===== src/rtl/sar_search_pkg.sv =====
// ============================================================================
// Module  : sar_search_pkg
// Purpose : State encodings and comparator-flag resolution for sar_search.
// Revision: 1.0  initial release
// ============================================================================
`default_nettype none

package sar_search_pkg;

    typedef logic [1:0] state_t;

    localparam state_t ST_IDLE = 2'd0;
    localparam state_t ST_TEST = 2'd1;
    localparam state_t ST_DONE = 2'd2;

    typedef enum logic [1:0] {
        DEC_LESS    = 2'd0,
        DEC_GREATER = 2'd1,
        DEC_EQUAL   = 2'd2
    } dec_t;

    // Flag vector is {equal, greater, less}, ordered from highest to lowest priority
    localparam logic [2:0] FLAG_EQUAL   = 3'b100;
    localparam logic [2:0] FLAG_GREATER = 3'b010;

    function automatic dec_t resolve_flags(input logic [2:0] flags);
        if ((flags & FLAG_EQUAL) != 3'b000) begin
            return DEC_EQUAL;
        end
        if ((flags & FLAG_GREATER) != 3'b000) begin
            return DEC_GREATER;
        end
        return DEC_LESS;
    endfunction

    function automatic logic flags_illegal(input logic [2:0] flags);
        return (flags == 3'b000) || ((flags & (flags - 3'd1)) != 3'b000);
    endfunction

endpackage

`default_nettype wire


===== src/rtl/sar_search_if.sv =====
// ============================================================================
// Module  : sar_search_if
// Purpose : Comparator feedback, start request and search-result bundle.
// Revision: 1.0  initial release
// ============================================================================
`default_nettype none

interface sar_search_if #(
    parameter int WIDTH = 4
);
    logic             start;
    logic             less;
    logic             equal;
    logic             greater;
    logic [WIDTH-1:0] trial;
    logic             busy;
    logic             done;
    logic [WIDTH-1:0] result;
    logic             found;
    logic             prot_err;

    modport master (
        input  start, less, equal, greater,
        output trial, busy, done, result, found, prot_err
    );

    modport slave (
        output start, less, equal, greater,
        input  trial, busy, done, result, found, prot_err
    );
endinterface

`default_nettype wire


===== src/rtl/sar_search.sv =====
// ============================================================================
// Module  : sar_search
// Purpose : MSB-first successive-approximation search driving a magnitude
//           comparator; all outputs registered.
// Revision: 1.0  initial release
// ============================================================================
`default_nettype none

module sar_search
    import sar_search_pkg::*;
#(
    parameter int WIDTH = 4
) (
    input  wire logic      clk,
    input  wire logic      rst_n,
    sar_search_if.master   bus
);

    localparam int               IDX_W   = (WIDTH > 1) ? $clog2(WIDTH) : 1;
    localparam logic [IDX_W-1:0] IDX_MSB = IDX_W'(WIDTH - 1);
    localparam logic [WIDTH-1:0] MSB_BIT = WIDTH'(1) << (WIDTH - 1);

    state_t            r_state;
    state_t            w_state_nxt;
    logic [IDX_W-1:0]  r_idx;
    logic [IDX_W-1:0]  w_idx_nxt;
    logic [WIDTH-1:0]  r_acc;
    logic [WIDTH-1:0]  w_acc_nxt;

    logic [WIDTH-1:0]  r_trial;
    logic [WIDTH-1:0]  w_trial_nxt;
    logic [WIDTH-1:0]  r_result;
    logic [WIDTH-1:0]  w_result_nxt;
    logic              r_busy;
    logic              w_busy_nxt;
    logic              r_done;
    logic              w_done_nxt;
    logic              r_found;
    logic              w_found_nxt;
    logic              r_prot_err;
    logic              w_prot_err_nxt;

    logic [2:0]        w_flags;
    dec_t              w_dec;
    logic              w_bad_flags;
    logic              w_last;
    logic [WIDTH-1:0]  w_bit_cur;
    logic [WIDTH-1:0]  w_bit_dn;

    assign w_flags     = {bus.equal, bus.greater, bus.less};
    assign w_dec       = resolve_flags(w_flags);
    assign w_bad_flags = flags_illegal(w_flags);
    assign w_last      = (w_dec == DEC_EQUAL) || (r_idx == '0);
    assign w_bit_cur   = WIDTH'(1) << r_idx;
    // Only consumed while idx > 0, so the wrap at idx == 0 never reaches a register
    assign w_bit_dn    = WIDTH'(1) << (r_idx - 1'b1);

    always_ff @(posedge clk or negedge rst_n) begin
        if (!rst_n) begin
            r_state    <= ST_IDLE;
            r_idx      <= '0;
            r_acc      <= '0;
            r_trial    <= '0;
            r_result   <= '0;
            r_busy     <= 1'b0;
            r_done     <= 1'b0;
            r_found    <= 1'b0;
            r_prot_err <= 1'b0;
        end else begin
            r_state    <= w_state_nxt;
            r_idx      <= w_idx_nxt;
            r_acc      <= w_acc_nxt;
            r_trial    <= w_trial_nxt;
            r_result   <= w_result_nxt;
            r_busy     <= w_busy_nxt;
            r_done     <= w_done_nxt;
            r_found    <= w_found_nxt;
            r_prot_err <= w_prot_err_nxt;
        end
    end

    always_comb begin
        w_state_nxt = r_state;
        case (r_state)
            ST_IDLE: if (bus.start) w_state_nxt = ST_TEST;
            ST_TEST: if (w_last)    w_state_nxt = ST_DONE;
            ST_DONE:                w_state_nxt = ST_IDLE;
            default:                w_state_nxt = ST_IDLE;
        endcase
    end

    // Computes the next value of every registered output and of idx/acc
    always_comb begin
        w_idx_nxt      = r_idx;
        w_acc_nxt      = r_acc;
        w_trial_nxt    = r_trial;
        w_result_nxt   = r_result;
        w_busy_nxt     = 1'b0;
        w_done_nxt     = 1'b0;
        w_found_nxt    = r_found;
        w_prot_err_nxt = r_prot_err;
        case (r_state)
            ST_IDLE: begin
                w_trial_nxt = r_result;
                if (bus.start) begin
                    w_idx_nxt      = IDX_MSB;
                    w_acc_nxt      = '0;
                    w_found_nxt    = 1'b0;
                    w_prot_err_nxt = 1'b0;
                    w_trial_nxt    = MSB_BIT;
                    w_busy_nxt     = 1'b1;
                end
            end
            ST_TEST: begin
                w_prot_err_nxt = r_prot_err | w_bad_flags;
                case (w_dec)
                    DEC_EQUAL: begin
                        w_acc_nxt   = r_trial;
                        w_found_nxt = 1'b1;
                    end
                    DEC_GREATER: w_acc_nxt = r_acc;
                    default:     w_acc_nxt = r_acc | w_bit_cur;
                endcase
                if (w_last) begin
                    w_result_nxt = w_acc_nxt;
                    w_trial_nxt  = w_acc_nxt;
                    w_done_nxt   = 1'b1;
                end else begin
                    w_idx_nxt   = r_idx - 1'b1;
                    w_trial_nxt = w_acc_nxt | w_bit_dn;
                    w_busy_nxt  = 1'b1;
                end
            end
            ST_DONE: begin
                w_trial_nxt = r_result;
            end
            default: begin
                w_trial_nxt = r_result;
            end
        endcase
    end

    assign bus.trial    = r_trial;
    assign bus.result   = r_result;
    assign bus.busy     = r_busy;
    assign bus.done     = r_done;
    assign bus.found    = r_found;
    assign bus.prot_err = r_prot_err;

endmodule

`default_nettype wire

===== src/flat_wrapper.sv =====
// flat-port wrapper written by rule: the top's interface ports become plain ports
module sar_search_flat import sar_search_pkg::*;
#(
    parameter int WIDTH = 4
)
  (clk, rst_n, bus_start, bus_less, bus_equal, bus_greater, bus_trial, bus_busy, bus_done, bus_result, bus_found, bus_prot_err);
  sar_search_if #(.WIDTH(WIDTH)) bus_i ();
  input  wire logic clk;
  input  wire logic rst_n;
  input wire logic [$bits(bus_i.start)-1:0] bus_start;
  input wire logic [$bits(bus_i.less)-1:0] bus_less;
  input wire logic [$bits(bus_i.equal)-1:0] bus_equal;
  input wire logic [$bits(bus_i.greater)-1:0] bus_greater;
  output wire logic [$bits(bus_i.trial)-1:0] bus_trial;
  output wire logic [$bits(bus_i.busy)-1:0] bus_busy;
  output wire logic [$bits(bus_i.done)-1:0] bus_done;
  output wire logic [$bits(bus_i.result)-1:0] bus_result;
  output wire logic [$bits(bus_i.found)-1:0] bus_found;
  output wire logic [$bits(bus_i.prot_err)-1:0] bus_prot_err;
  assign bus_i.start = bus_start;
  assign bus_i.less = bus_less;
  assign bus_i.equal = bus_equal;
  assign bus_i.greater = bus_greater;
  assign bus_trial = bus_i.trial;
  assign bus_busy = bus_i.busy;
  assign bus_done = bus_i.done;
  assign bus_result = bus_i.result;
  assign bus_found = bus_i.found;
  assign bus_prot_err = bus_i.prot_err;
  sar_search #(.WIDTH(WIDTH)) u_core (.clk(clk), .rst_n(rst_n), .bus(bus_i));
endmodule

===== config.mk =====
export PLATFORM = sky130hd
export DESIGN_NAME = sar_search_flat
export DESIGN_NICKNAME = d
export VERILOG_FILES = /design/src/rtl/sar_search_pkg.sv /design/src/rtl/sar_search_if.sv /design/src/rtl/sar_search.sv /design/src/flat_wrapper.sv
export SDC_FILE = /design/constraint.sdc
export NUM_CORES = 1
export LEC_CHECK = 0
export ABC_AREA = 1
export CAP_MARGIN = 25
export CORE_MARGIN = 3
export CORE_UTILIZATION = 45
export DETAILED_ROUTE_END_ITERATION = 8
export GPL_TIMING_DRIVEN = 0
export PLACE_DENSITY = 0.73
export SYNTH_ARGS = -nofsm -noshare
export SYNTH_HDL_FRONTEND = slang
export SYNTH_SLANG_ARGS = --single-unit

===== constraint.sdc =====
create_clock -name clk -period 1.45 [get_ports clk]
set_clock_uncertainty 0.2 [all_clocks]
set_input_delay 0.145 -clock clk [delete_from_list [all_inputs] [get_ports clk]]
set_output_delay 0.145 -clock clk [all_outputs]
set_load 0.05 [all_outputs]

## After elaboration in Yosys (flattened, before gate mapping)

Cells that the tools add are included.

| word-level totals | value |
|---|---|
| output and inout port bits | 12 |
| register bits | 20 |
| ROM bits | 0 |
| bits of input ports | 6 |
| memory bits (writable) | 0 |
| word-level logic and storage cells | 65 |
| bits in latches | 0 |
| memories | 0 |

| operators by class | value |
|---|---|
| $lt $le $gt $ge | 0 |
| add/subtract/negate cells | 2 |
| bitwise gates (word level) | 4 |
| multiply operators | 0 |
| shift operators | 2 |
| div/mod/pow operators | 0 |
| reduce and logical (&&, ||, !) cells | 12 |
| equal/unequal tests | 7 |
| mux-type cells | 29 |

Operators with widths:

| kind | count |
|---|---|
| case mux 4 bit (2 select lines) | 3 |
| two-way mux 2 bit | 8 |
| two-way mux 4 bit | 4 |
| two-way mux 1 bit | 9 |
| bitwise OR 4 bit | 2 |
| case mux 2 bit (2 select lines) | 2 |
| left shift 1 x 2 -> 4 bit, first input constant | 2 |
| case mux 1 bit (2 select lines) | 3 |
| AND reduction 2 bit | 3 |
| AND reduction 3 bit | 2 |
| == test 2 x 1 -> 1 bit, second input constant | 2 |
| logical NOT 2 bit | 2 |
| != test 2 x 1 -> 1 bit, second input constant | 2 |
| != test 2 bit, second input constant | 2 |
| bitwise AND 3 bit | 1 |
| logical NOT 3 bit | 1 |
| nonzero test 3 bit | 1 |
| subtractor 3 x 1 -> 3 bit, second input constant | 1 |
| == test 2 bit, second input constant | 1 |
| logical OR 1 bit | 2 |
| nonzero test 2 bit | 1 |
| subtractor 2 x 1 -> 2 bit, second input constant | 1 |
| bitwise OR 1 bit | 1 |

## Depth between registers and ports, before layout

| depth | value |
|---|---|
| depth in word-level cells | 10 |
| depth in mapped cells | 8 |

## Least setup slack after synthesis

Ideal clock, no wire load.

| path | value |
|---|---|
| path type | flip-flop to flip-flop |
| start | register u_core.r_idx[0] |
| end | register u_core.r_result[0] (netlist: u_core.bus.result[0]) |
| cell stages (with the launch flop) | 8 |
| buffers on the path | 0 |
| arrival | 1.068 ns |
| setup time | 0.118 ns |
| data required time | 1.132 ns |
| path slack | 0.064 ns |
| cells stage by stage | dfrtp_1 > inv_1 > ha_1 > nor2_4 > nor2_4 > inv_4 > nand2_1 > nand2_1 |

| on the way | value |
|---|---|
| cells in the longest elaborated chain, start to end | 4 |
| elaborated cells on any way between the ends | 7 |
| classes of those cells | shift: 1; mux: 2; bitwise: 1; reduce/logical: 3 |

RTL lines:

| item | RTL line | RTL |
|---|---|---|
| start: declaration | sar_search.sv:25 | `logic [IDX_W-1:0] r_idx;` |
| start signal: assignment | sar_search.sv:71 | `r_idx <= w_idx_nxt;` |
| left shift 1 x 2 -> 4 bit | sar_search.sv:54 | `assign w_bit_cur = WIDTH'(1) << r_idx;` |
| bitwise OR 4 bit | sar_search.sv:122 | `default: w_acc_nxt = r_acc \| w_bit_cur;` |
| case mux 4 bit (2 select lines) | sar_search.sv:116 | `case (w_dec)` |
| two-way mux 4 bit | sar_search.sv:102 | `case (r_state)` |
| end signal: assignment | sar_search.sv:74 | `r_result <= w_result_nxt;` |
| end: declaration | sar_search.sv:32 | `logic [WIDTH-1:0] r_result;` |

Several ways; a longest one is shown, not always the timed one. The select of a mux whose other input is x is not followed.
A chain may end at the register's enable or synchronous reset.

## Worst setup path in the final report

| path | value |
|---|---|
| start | register u_core.r_idx[1] |
| end | register u_core.r_result[3] (netlist: u_core.bus.result[3]) |

Same word-level chain as after synthesis.

==> results.py <==
metrics = {
    "run_status": {
        "status": "finished clean",
    },
    "global_route": {
        "grt_util_all_layers": 0.191,
        "antenna_found_initial": 0,
        "met1_usage": 0.228,
        "grt.busiest_layer": "met2",
        "grt_pass1_wl_um": 3800,
        "grt_max_degree": 21,
        "grt-ovfl-total": 0,
        "use_met2": 0.308,
        "gr-usage-met3": 0.0338,
        "grt_pass1_vias": 875,
    },
    "synthesis": {
        "syn_inst": 121,
        "ys_types": 18,
        "synthAdderAreaFrac": 0.0498,
        "yosysSeqAreaShare": 0.498,
        "synth.net_count": 131,
        "synth-compound-area-share": 0.0236,
        "synth_area_leader_cell": "dfrtp_1",
        "ys_ff_latch": 20,
        "ys_top_cells_by_area": "dfrtp_1, nand2_1, nand3_1",
        "synth.area.mux_share": 0,
        "synthSimpleGateAreaFrac": 0.363,
        "yosys.area.top_type_share": 0.498,
        "synth_xor_area_frac": 0,
        "yosys_warnings": 0,
        "netlist_area_mm2": 0.00101,
        "syn_avg_cell_area_um2": 8.31,
        "synth_top_family_by_area": "simple AND/OR/NAND/NOR gates",
    },
    "power": {
        "clkPwrFrac": 0.119,
        "power_leakage_nw": 0.691,
        "p_total_mw": 2.78,
        "comb_power_share": 0.547,
        "p_int_mw": 1.39,
        "ir_drop_v": 0.00131,
        "switchingPower_mw": 1.39,
        "power_density_mw_per_mm2": 2150,
        "seqPwrFrac": 0.334,
        "swShare": 0.500,
    },
    "timing": {
        "timing.hold.ws_ps": 121,
        "rsz0062_at_grt": "yes",
        "hold_viol_final": 0,
        "setup_viol": 0,
        "max_freq_mhz": 714,
        "fin_crit_sh": 0.966,
        "tightest_slew_ps": 877,
        "fin_crit_ps": 1400,
        "finalWorstSetupSlack_ps": 49.8,
        "slew_headroom": 0.413,
        "slew_violations": 0,
    },
    "routing": {
        "wl_um": 2210,
        "num_vias": 853,
        "drtAntennaViolNets": 0,
        "wl_per_cell_um": 12.8,
        "via_per_inst": 4.96,
        "first_iter_violations": 12,
        "drc": 0,
        "firstDrtPassIters": 5,
    },
    "finish": {
        "fillCellCount": 186,
        "final_nets": 156,
        "final_cell_mix": "nand2_1, dfrtp_1, nor2_1",
        "antenna_cells": 0,
        "seq_area_um2": 502,
        "final_cells": 172,
        "synthToLayoutAreaGrowth_pct": 28.2,
        "multi_input_area_um2": 477,
        "drive_gt1_frac": 0.290,
        "final_cell_area_mm2": 0.00129,
        "layout_commonest_cell": "nand2_1",
    },
    "min_path": {
        "hp-class": "input pin to async pin",
    },
    "clock_network": {
        "cts_root_buf": "clkbuf_4",
        "cts_tree": "done",
        "path_clk_slew_ps": 110,
        "cts_buffers": 3,
        "cts_buffer_depth": 2,
        "clk_latency_ps": 310,
        "clkSinkCount": 20,
        "htree_levels": 1,
    },
    "critical_path": {
        "cp_slowest_cell": "dfrtp_1",
        "worst_setup_path_start_kind": "flop",
        "path_class": "flop to flop",
        "cpPeakStageDelay_ps": 420,
        "worstPathCellList": "inv_2 > ha_4 > nor2_4 > nor2_4 > inv_4 > nand2_2 > nand2_1",
        "cp_max_fo": 6,
        "ff2ff_path_depth": 7,
        "cp-end-kind": "flop",
        "cp_data_required_time_ps": 1450,
        "crit_top_cell": "nor2_4",
        "crit_arrival_ps": 1400,
    },
    "placement": {
        "dp_hpwl_um": 1550,
        "port_buffers": 16,
        "pre_cts_ws_ps": -96.0,
        "placed_cells": 164,
        "placed_area_mm2": 0.00120,
        "gp_congestion": 0.819,
    },
    "die": {
        "initial_core_util": 0.493,
        "ios": 18,
        "die_h_um": 53.3,
        "core_mm2": 0.00204,
        "rows": 16,
        "die_x_um": 53.3,
        "die_area_mm2": 0.00284,
    },
    "flow_run": {
        "maxCapViolCount": 0,
    },
}
power groups by stage:
stage,clock (mW),sequential (mW),combinational (mW)
4_1_cts,0.337,0.920,1.52
6_report,0.330,0.927,1.52
3_3_place_gp,0,0.932,1.45
3_5_place_dp,0,0.943,1.48
5_1_grt,0.356,0.962,1.66
2_1_floorplan,0,1.40,0.558
worst paths after layout:
path | from | end | slack (ps)
min in group clk | u_core.r_acc[3]$_DFFE_PN0P_ | u_core.r_acc[3]$_DFFE_PN0P_ | 290
worst max-delay path | u_core.r_idx[1]$_DFFE_PN0P_ | u_core.bus.result[3]$_DFFE_PN0P_ | 50
worst min register to register | u_core.r_acc[3]$_DFFE_PN0P_ | u_core.r_acc[3]$_DFFE_PN0P_ | 290
max in group asynchronous | rst_n | u_core.r_state[1]$_DFFE_PN0P_ | 340
worst min-delay path | rst_n | u_core.r_idx[1]$_DFFE_PN0P_ | 120
worst max register to register | u_core.r_idx[1]$_DFFE_PN0P_ | u_core.bus.result[3]$_DFFE_PN0P_ | 50
state kept, by name, indices dropped and copies added (netlist names):
signal	count
u_core.bus.busy	1
u_core.bus.done	1
u_core.bus.found	1
u_core.bus.prot_err	1
u_core.bus.result	4
u_core.bus.trial	4
u_core.r_acc	4
u_core.r_idx	2
u_core.r_state	2
cells in the mapped netlist:
cell      n
dfrtp_1  20
o21ai_0   1
nand2_1  47
nor2_4    2
nor2_8    1
nand2_4   2
nand2_2   1
o21ai_2   1
a21oi_1   2
or2_1     1
nand3_2   1
buf_6     1
inv_2     2
nand3_1  12
ha_1      4
inv_4     1
inv_1    11
nor2_1   11
routing by layer:
metal  up-vias  share of wire
li1        423              -
met5         -              0
met4         0          0.033
met3         6          0.061
met1       395           0.43
met2        29           0.48
kinds of logic (layout without fill, tap and decap cells):
family,Yosys count,count (layout)
AO/OA/AOI/OAI,4,4
AND/OR/NAND/NOR,78,78
adder cells (fa/ha/maj),4,4
flip-flops,20,20
buffers and inverters,15,39
timing repair:
item	in CTS	in global routing
endpoints found under the setup margin	22	17
resized for setup	40	19
pin swaps	4	7
hold endpoints to repair	4	0
hold buffers	1	0
setup buffers	2	1
area by class of cell:
cell class	instances	area share
repair buffers	20	0.136
multi-input cells	86	0.370
inverters	14	0.0427
clock buffers	4	0.0281
flip-flops and latches	20	0.389
plain buffers	1	0.00873
well taps	27	0.0262
critical path: cells and delay by family (launching register included):
| kind | cells | cell delay, ps |
|---|---|---|
| fa+ha+maj | 1 | 150 |
| buf+inv | 2 | 160 |
| flops | 1 | 420 |
| simple gates | 4 | 360 |
through the flow:
stage          setup TNS [ps]  utilization
6_report                    0        0.632
5_1_grt                 -80.8        0.632
4_1_cts                     0        0.632
3_5_place_dp            -1400        0.588
3_3_place_gp             -643        0.588
2_1_floorplan               0            -
Note: power is estimated with default switching activity, not from simulation.
